==> src/rtl/tse_phy_speed_poller_if.sv <==
// MDIO pad bundle between the speed poller (master) and the PHY/pad side (slave).
// mdio_oen is active-low: 0 = master drives mdio_out onto the pad.
interface tse_phy_speed_poller_if;
   logic mdc;
   logic mdio_in;
   logic mdio_out;
   logic mdio_oen;

   modport master (output mdc, output mdio_out, output mdio_oen, input mdio_in);
   modport slave  (input mdc, input mdio_out, input mdio_oen, output mdio_in);
endinterface

==> src/rtl/tse_phy_speed_poller.sv <==
// Clause 22 MDIO read master: periodically reads the PHY status register,
// then decodes link/speed into the TSE MAC set_10/set_1000 status inputs.
module tse_phy_speed_poller #(
   parameter int unsigned CLK_DIV  = 25,
   parameter logic [4:0]  PHY_ADDR = 5'd0,
   parameter logic [4:0]  STAT_REG = 5'd17,
   parameter int unsigned POLL_CYC = 50_000_000
) (
   input  logic                          clk_clk,
   input  logic                          reset_reset_n,
   input  logic                          enable,
   tse_phy_speed_poller_if.master        mdio,
   output logic                          set_10,
   output logic                          set_1000,
   output logic                          link_up,
   output logic [15:0]                   status_data,
   output logic                          status_valid,
   output logic                          read_err
);
   localparam int unsigned    DIV_W     = $clog2(CLK_DIV);
   localparam logic [DIV_W-1:0] DIV_LAST = DIV_W'(CLK_DIV - 1);
   localparam logic [31:0]    POLL_LOAD = 32'(POLL_CYC);
   localparam logic [13:0]    HDR       = {2'b01, 2'b10, PHY_ADDR, STAT_REG};
   localparam logic [5:0]     TA_FIRST  = 6'd46;
   localparam logic [5:0]     TA_LAST   = 6'd47;
   localparam logic [5:0]     BIT_LAST  = 6'd63;

   typedef enum logic [2:0] {
      S_IDLE, S_PRE, S_HDR, S_TA, S_DATA, S_DONE, S_WAIT
   } state_t;

   state_t            state_q, state_d;
   logic [DIV_W-1:0]  div_q, div_d;
   logic [5:0]        bit_q, bit_d;
   logic [31:0]       wait_q, wait_d;
   logic              mdc_q, mdc_d;
   logic              out_q, out_d;
   logic              oen_q, oen_d;
   logic              ta_q, ta_d;
   logic [15:0]       shift_q, shift_d;
   logic              set10_q, set10_d;
   logic              set1000_q, set1000_d;
   logic              link_q, link_d;
   logic [15:0]       data_q, data_d;
   logic              valid_q, valid_d;
   logic              err_q, err_d;

   logic [5:0]        nxt_bit;
   logic              tick;
   logic              start;

   assign nxt_bit = bit_q + 6'd1;
   assign tick    = (div_q == DIV_LAST);

   // Frame bit index -> protocol field.
   function automatic state_t state_for(input logic [5:0] b);
      if (b < 6'd32)         return S_PRE;
      else if (b < TA_FIRST) return S_HDR;
      else if (b <= TA_LAST) return S_TA;
      else                   return S_DATA;
   endfunction

   // Value placed on the pad for frame bit b; TA/DATA are released, keep the idle 1.
   function automatic logic bit_val(input logic [5:0] b);
      logic [5:0] idx;
      idx = 6'd45 - b;
      if (b < 6'd32)         return 1'b1;
      else if (b < TA_FIRST) return HDR[idx[3:0]];
      else                   return 1'b1;
   endfunction

   always_comb begin
      state_d   = state_q;
      div_d     = div_q;
      bit_d     = bit_q;
      wait_d    = wait_q;
      mdc_d     = mdc_q;
      out_d     = out_q;
      oen_d     = oen_q;
      ta_d      = ta_q;
      shift_d   = shift_q;
      set10_d   = set10_q;
      set1000_d = set1000_q;
      link_d    = link_q;
      data_d    = data_q;
      valid_d   = 1'b0;
      err_d     = err_q;
      start     = 1'b0;

      case (state_q)
         S_IDLE: begin
            if (enable) start = 1'b1;
         end
         S_PRE, S_HDR, S_TA, S_DATA: begin
            if (!tick) begin
               div_d = div_q + 1'b1;
            end else begin
               div_d = '0;
               if (!mdc_q) begin
                  // Rising MDC: the PHY's bit has been stable for a full low phase.
                  mdc_d = 1'b1;
                  if (bit_q == TA_LAST) ta_d = mdio.mdio_in;
                  if (state_q == S_DATA) shift_d = {shift_q[14:0], mdio.mdio_in};
               end else begin
                  mdc_d = 1'b0;
                  if (bit_q == BIT_LAST) begin
                     state_d = S_DONE;
                  end else begin
                     bit_d   = nxt_bit;
                     state_d = state_for(nxt_bit);
                     out_d   = bit_val(nxt_bit);
                     oen_d   = (nxt_bit >= TA_FIRST);
                  end
               end
            end
         end
         S_DONE: begin
            state_d = S_WAIT;
            wait_d  = POLL_LOAD;
            if (ta_q) begin
               err_d = 1'b1;
            end else begin
               err_d   = 1'b0;
               data_d  = shift_q;
               valid_d = 1'b1;
               link_d  = shift_q[10];
               // Only a resolved, up link may change the MAC mode; 2'b11 is reserved.
               if (shift_q[10] && shift_q[11]) begin
                  case (shift_q[15:14])
                     2'b10:   begin set1000_d = 1'b1; set10_d = 1'b0; end
                     2'b01:   begin set1000_d = 1'b0; set10_d = 1'b0; end
                     2'b00:   begin set1000_d = 1'b0; set10_d = 1'b1; end
                     default: ;
                  endcase
               end
            end
         end
         S_WAIT: begin
            if (wait_q == 32'd1) begin
               if (enable) start = 1'b1;
               else        state_d = S_IDLE;
            end else begin
               wait_d = wait_q - 32'd1;
            end
         end
         default: state_d = S_IDLE;
      endcase

      if (start) begin
         state_d = S_PRE;
         bit_d   = '0;
         div_d   = '0;
         mdc_d   = 1'b0;
         out_d   = bit_val(6'd0);
         oen_d   = 1'b0;
      end
   end

   always_ff @(posedge clk_clk or negedge reset_reset_n) begin
      if (!reset_reset_n) begin
         state_q   <= S_IDLE;
         div_q     <= '0;
         bit_q     <= '0;
         wait_q    <= '0;
         mdc_q     <= 1'b0;
         out_q     <= 1'b1;
         oen_q     <= 1'b1;
         ta_q      <= 1'b0;
         shift_q   <= '0;
         set10_q   <= 1'b0;
         set1000_q <= 1'b0;
         link_q    <= 1'b0;
         data_q    <= '0;
         valid_q   <= 1'b0;
         err_q     <= 1'b0;
      end else begin
         state_q   <= state_d;
         div_q     <= div_d;
         bit_q     <= bit_d;
         wait_q    <= wait_d;
         mdc_q     <= mdc_d;
         out_q     <= out_d;
         oen_q     <= oen_d;
         ta_q      <= ta_d;
         shift_q   <= shift_d;
         set10_q   <= set10_d;
         set1000_q <= set1000_d;
         link_q    <= link_d;
         data_q    <= data_d;
         valid_q   <= valid_d;
         err_q     <= err_d;
      end
   end

   assign mdio.mdc      = mdc_q;
   assign mdio.mdio_out = out_q;
   assign mdio.mdio_oen = oen_q;
   assign set_10        = set10_q;
   assign set_1000      = set1000_q;
   assign link_up       = link_q;
   assign status_data   = data_q;
   assign status_valid  = valid_q;
   assign read_err      = err_q;
endmodule
==> src/flat_wrapper.sv <==
// flat-port wrapper written by rule: the top's interface ports become plain ports
module tse_phy_speed_poller_flat 
#(
   parameter int unsigned CLK_DIV  = 25,
   parameter logic [4:0]  PHY_ADDR = 5'd0,
   parameter logic [4:0]  STAT_REG = 5'd17,
   parameter int unsigned POLL_CYC = 50_000_000
)
  (clk_clk, reset_reset_n, enable, set_10, set_1000, link_up, status_data, status_valid, read_err, mdio_mdc, mdio_mdio_out, mdio_mdio_oen, mdio_mdio_in);
  tse_phy_speed_poller_if mdio_i ();
  input  logic clk_clk;
  input  logic reset_reset_n;
  input  logic enable;
  output logic set_10;
  output logic set_1000;
  output logic link_up;
  output logic [15:0] status_data;
  output logic status_valid;
  output logic read_err;
  output wire logic [$bits(mdio_i.mdc)-1:0] mdio_mdc;
  output wire logic [$bits(mdio_i.mdio_out)-1:0] mdio_mdio_out;
  output wire logic [$bits(mdio_i.mdio_oen)-1:0] mdio_mdio_oen;
  input wire logic [$bits(mdio_i.mdio_in)-1:0] mdio_mdio_in;
  assign mdio_mdc = mdio_i.mdc;
  assign mdio_mdio_out = mdio_i.mdio_out;
  assign mdio_mdio_oen = mdio_i.mdio_oen;
  assign mdio_i.mdio_in = mdio_mdio_in;
  tse_phy_speed_poller #(.CLK_DIV(CLK_DIV), .PHY_ADDR(PHY_ADDR), .STAT_REG(STAT_REG), .POLL_CYC(POLL_CYC)) u_core (.clk_clk(clk_clk), .reset_reset_n(reset_reset_n), .enable(enable), .mdio(mdio_i), .set_10(set_10), .set_1000(set_1000), .link_up(link_up), .status_data(status_data), .status_valid(status_valid), .read_err(read_err));
endmodule
==> config.mk <==
export PLATFORM = sky130hd
export DESIGN_NAME = tse_phy_speed_poller_flat
export DESIGN_NICKNAME = d
export VERILOG_FILES = /design/src/rtl/tse_phy_speed_poller_if.sv /design/src/rtl/tse_phy_speed_poller.sv /design/src/flat_wrapper.sv
export SDC_FILE = /design/constraint.sdc
export NUM_CORES = 1
export LEC_CHECK = 0
export CORE_MARGIN = 5
export CORE_UTILIZATION = 31
export CTS_BUF_LIST = sky130_fd_sc_hd__clkbuf_16
export DETAILED_ROUTE_END_ITERATION = 8
export GPL_TIMING_DRIVEN = 0
export HOLD_SLACK_MARGIN = 0.08
export PLACE_DENSITY = 0.56
export SETUP_SLACK_MARGIN = 0.05
export SKIP_LAST_GASP = 1
export SYNTH_ARGS = -nofsm -noshare
export SYNTH_HDL_FRONTEND = slang
export SYNTH_SLANG_ARGS = --single-unit
==> constraint.sdc <==
create_clock -name clk_clk -period 5.2 [get_ports clk_clk]
set_clock_uncertainty 0.15 [all_clocks]
set_input_delay 1.04 -clock clk_clk [delete_from_list [all_inputs] [get_ports clk_clk]]
set_output_delay 1.04 -clock clk_clk [all_outputs]
set_load 0.05 [all_outputs]
==> key figures <==
Status
  • Status: finished clean

Global routing
  • Vias in the first global route: 3220
  • Largest net degree at the start of global routing: 65
  • Total GRT Usage: 11.7%
  • Global route overflow: 0
  • Antenna violations before repair: 0
  • First-pass GRT wire length: 16100 um

Final layout
  • Fillers: 1449
  • Final Core Density: 36.8%
  • Final Net Count: 480
  • # diodes: 0
  • Area growth syn-to-layout: 18.0%
  • Layout cells sized above 1: 15.4%

Clocking
  • H-tree levels: 3
  • Cts hold-fix bufs: 0
  • Largest buffer count on any clock path: 2
  • Worst-Skew Late Latency: 330 ps
  • TritonCTS Buffers: 9
  • Clock Sinks: 86
  • Number of post-CTS setup repair buffers: 0
  • Post-CTS sizing: 0
  • Clock-pin slew on the worst setup and hold paths: 70 ps
  • CTS Root Cell: clkbuf_16
  • CTS tree: built

Worst setup path
  • Crit Path Category: reg2reg
  • CP Data Required Time: 5270 ps
  • Crit path DAT: 3090 ps
  • Flop2flop setup slack: 2180 ps
  • Worst reg2reg path endpoint: u_core.state_q[2]$_DFFE_PN0P_
  • Crit Path Max Fanout: 10
  • Critical path's most frequent cell: buf_6
  • Crit path to: u_core.state_q[2]$_DFFE_PN0P_
  • Startpoint Class: flip-flop
  • Slowest cell delay on critical path: 530 ps
  • CP endpoint kind: flip-flop
  • Setup crit start: u_core.wait_q[10]$_DFFE_PN0P_
  • FF-to-FF path depth: 8
  • Reg2reg start: u_core.wait_q[10]$_DFFE_PN0P_
  • Critical-path cell list: or4_1 > buf_2 > or4_4 > buf_6 > o31ai_4 > buf_6 > and2_2 > mux2_1
  • Slowest-stage cell, CP: or4_1

Drt
  • Vias per cell: 5.15
  • ANT nets after route: 0
  • DRC Markers: 0
  • Average routed wire per standard cell: 14.6 um
  • Vias: 3384
  • Initial DRC Count: 222
  • Pre-Repair DR Iteration Count: 4
  • Total Wirelength: 9580 um

Synth
  • Mux share of post-synthesis cell area: 12.1%
  • Top cell type by total area after synthesis: dfrtp_1
  • Synth Area in Simple Gates: 20.9%
  • Post-Synth Adder-Cell Area: 2.46%
  • Post-synth EDFFs: 0
  • Synth Register Bits: 86
  • Synth Instances: 429
  • Mean Syn Cell Area: 10.4 um^2
  • Xor/xnor cell area share of the yosys netlist: 1.76%
  • Top cells by area, synth: dfrtp_1, mux2_2, mux2i_1, nand2_1, nand3_1
  • Unique cell type count in the Yosys netlist: 58
  • Share of the synthesized area in the top cell type: 47.0%
  • Synthesized area: 4480 um^2
  • Synth Flop Type: dfrtp_1
  • Syn Nets: 441
  • Compound-cell area share of the yosys netlist: 10.5%
  • Largest family of logic cells by synthesized area: simple AND/OR/NAND/NOR gates
  • Sequential-to-total area share from yosys stat: 48.1%
  • Post-synth ARST share: 100%
  • Synth warn: 0

Floorplanning
  • Core area: 14400 um^2
  • I/O pin count: 28
  • Initial core utilization: 31.1%
  • Die Wd: 130 um
  • Site Rows: 44
  • Die H: 130 um
  • Die area: 16900 um^2

Placement
  • I/O Buffers: 27
  • Final Wtd Congestion: 0.786
  • DPL Wire Length: 6700 um
  • Setup WS pre-CTS: 2180 ps

Timing
  • Final Setup Violations: 0
  • Setup ws final: 2180 ps
  • Final worst path period need: 3020 ps
  • Slew @ Worst Pin: 930 ps
  • Unrepaired setup endpoints after global routing: no
  • Final slew viol count: 0
  • Tcrit/Tclk final: 58.2%
  • Worst relative slew slack: 37.4%
  • Fmax achieved: 331 MHz
  • Final hold violations: 0

Power
  • Power per cell area: 365 nW/um^2
  • VDD IR max: 0.000249 V
  • Static Leak: 2.39 nW

Worst hold path
  • Hold Crit Start: u_core.read_err$_DFFE_PN0P_
  • Worst min-delay path class: reg2reg

Run
  • Maxcap violations: 0
## final cells by class
cell class	count	area, um^2	area share, %
Buffer	25	148	2.79
Clock buffer	9	225	4.26
Clock inverter	7	56.3	1.07
Inverter	9	33.8	0.640
Multi-Input combinational cell	309	2140	40.5
Sequential cell	86	2150	40.8
Tap cell	184	230	4.36
Timing Repair Buffer	28	295	5.59
## cell usage after synthesis (all sizes together) (3+ instances only)
cell    count
dfrtp      84
mux2       34
nand2      34
nor2       28
nand3      25
o21ai      19
mux2i      16
a21oi      15
clkbuf     15
nor3       15
a31oi      11
or4        11
buf        10
inv         9
nand2b      9
or3         9
and4        8
ha          8
o31ai       7
a211oi      5
xnor2       5
and2        4
and3        4
nand4b      4
nor4        4
or2         4
xor2        4
nand4       3
## placed cells by master (no fill, tap or decap), drive strengths merged, types with 11 or more instances in the layout
master and n:
buf 12, nor2 28, dfrtp 84, clkdlybuf4s50 26, nand3 25, inv 12
a31oi 11, nor3 15, mux2i 16, mux2 34, or4 11, o21ai 19
a21oi 15, clkbuf 24, nand2 34
## flip-flops by register name, indices dropped and copies added, names as in the netlist
signal / flops
u_core.ta_q: 1
u_core.mdio.mdc: 1
u_core.mdio.mdio_oen: 1
u_core.set_10: 1
u_core.div_q: 5
u_core.status_valid: 1
u_core.bit_q: 6
u_core.mdio.mdio_out: 1
u_core.set_1000: 1
u_core.status_data: 16
u_core.state_q: 3
u_core.shift_q: 16
u_core.wait_q: 32
u_core.read_err: 1
## per-layer routing
layer / part of all wire (%) / wire length, um / vias up / GRT usage [%]
li1: - / - / 1659 / -
met1: 48 / 4600 / 1664 / 16.0
met2: 48 / 4560 / 52 / 18.9
met3: 3.5 / 332 / 9 / 2.82
met4: 0.99 / 95 / 0 / 2.75
met5: 0 / 0 / - / 0
## power by group
part / total (W) / internal (W) / switching (W)
logic: 0.000529 / 0.000195 / 0.000334
registers: 0.000791 / 0.000731 / 0.0000605
clock network: 0.000610 / 0.000330 / 0.000280
total: 0.00193 / 0.00126 / 0.000675
## worst min-delay path by stage
stage / slack (ps) / end / cells past startpoint
2_1_floorplan: 300 / u_core.wait_q[27]$_DFFE_PN0P_ / 1
3_3_place_gp: 320 / u_core.read_err$_DFFE_PN0P_ / 2
3_5_place_dp: 320 / u_core.read_err$_DFFE_PN0P_ / 2
4_1_cts: 340 / u_core.read_err$_DFFE_PN0P_ / 2
5_1_grt: 370 / u_core.wait_q[27]$_DFFE_PN0P_ / 1
6_report: 330 / u_core.read_err$_DFFE_PN0P_ / 2
## worst max-delay path, delay by kind of cell, from the launching register on
family,cells,cell delay (ps)
AOI/OAI and AO/OA,1,280
buffers and inverters,3,550
DFF,1,400
muxes,1,320
and+or+nand+nor,3,1190
## per-stage QoR
step	hold slack, ps	setup TNS (ps)	cell area [um^2]	total power [W]	instances
2_1_floorplan	299	0	4480	0.00119	429
3_3_place_gp	318	-32130	4980	0.00132	640
3_5_place_dp	324	0	5000	0.00133	641
4_1_cts	341	0	5280	0.00195	657
5_1_grt	367	0	5280	0.00207	657
6_report	331	0	5280	0.00193	657
## cell families after synthesis
logic type	count (synthesis)
adders and majority gates	9
AOI/OAI and AO/OA	71
and+or+nand+nor	170
xor gates and xnor gates	9
muxes	50
buffers and inverters	34
DFF	86
No activity file was read; power rests on OpenSTA's default activity.
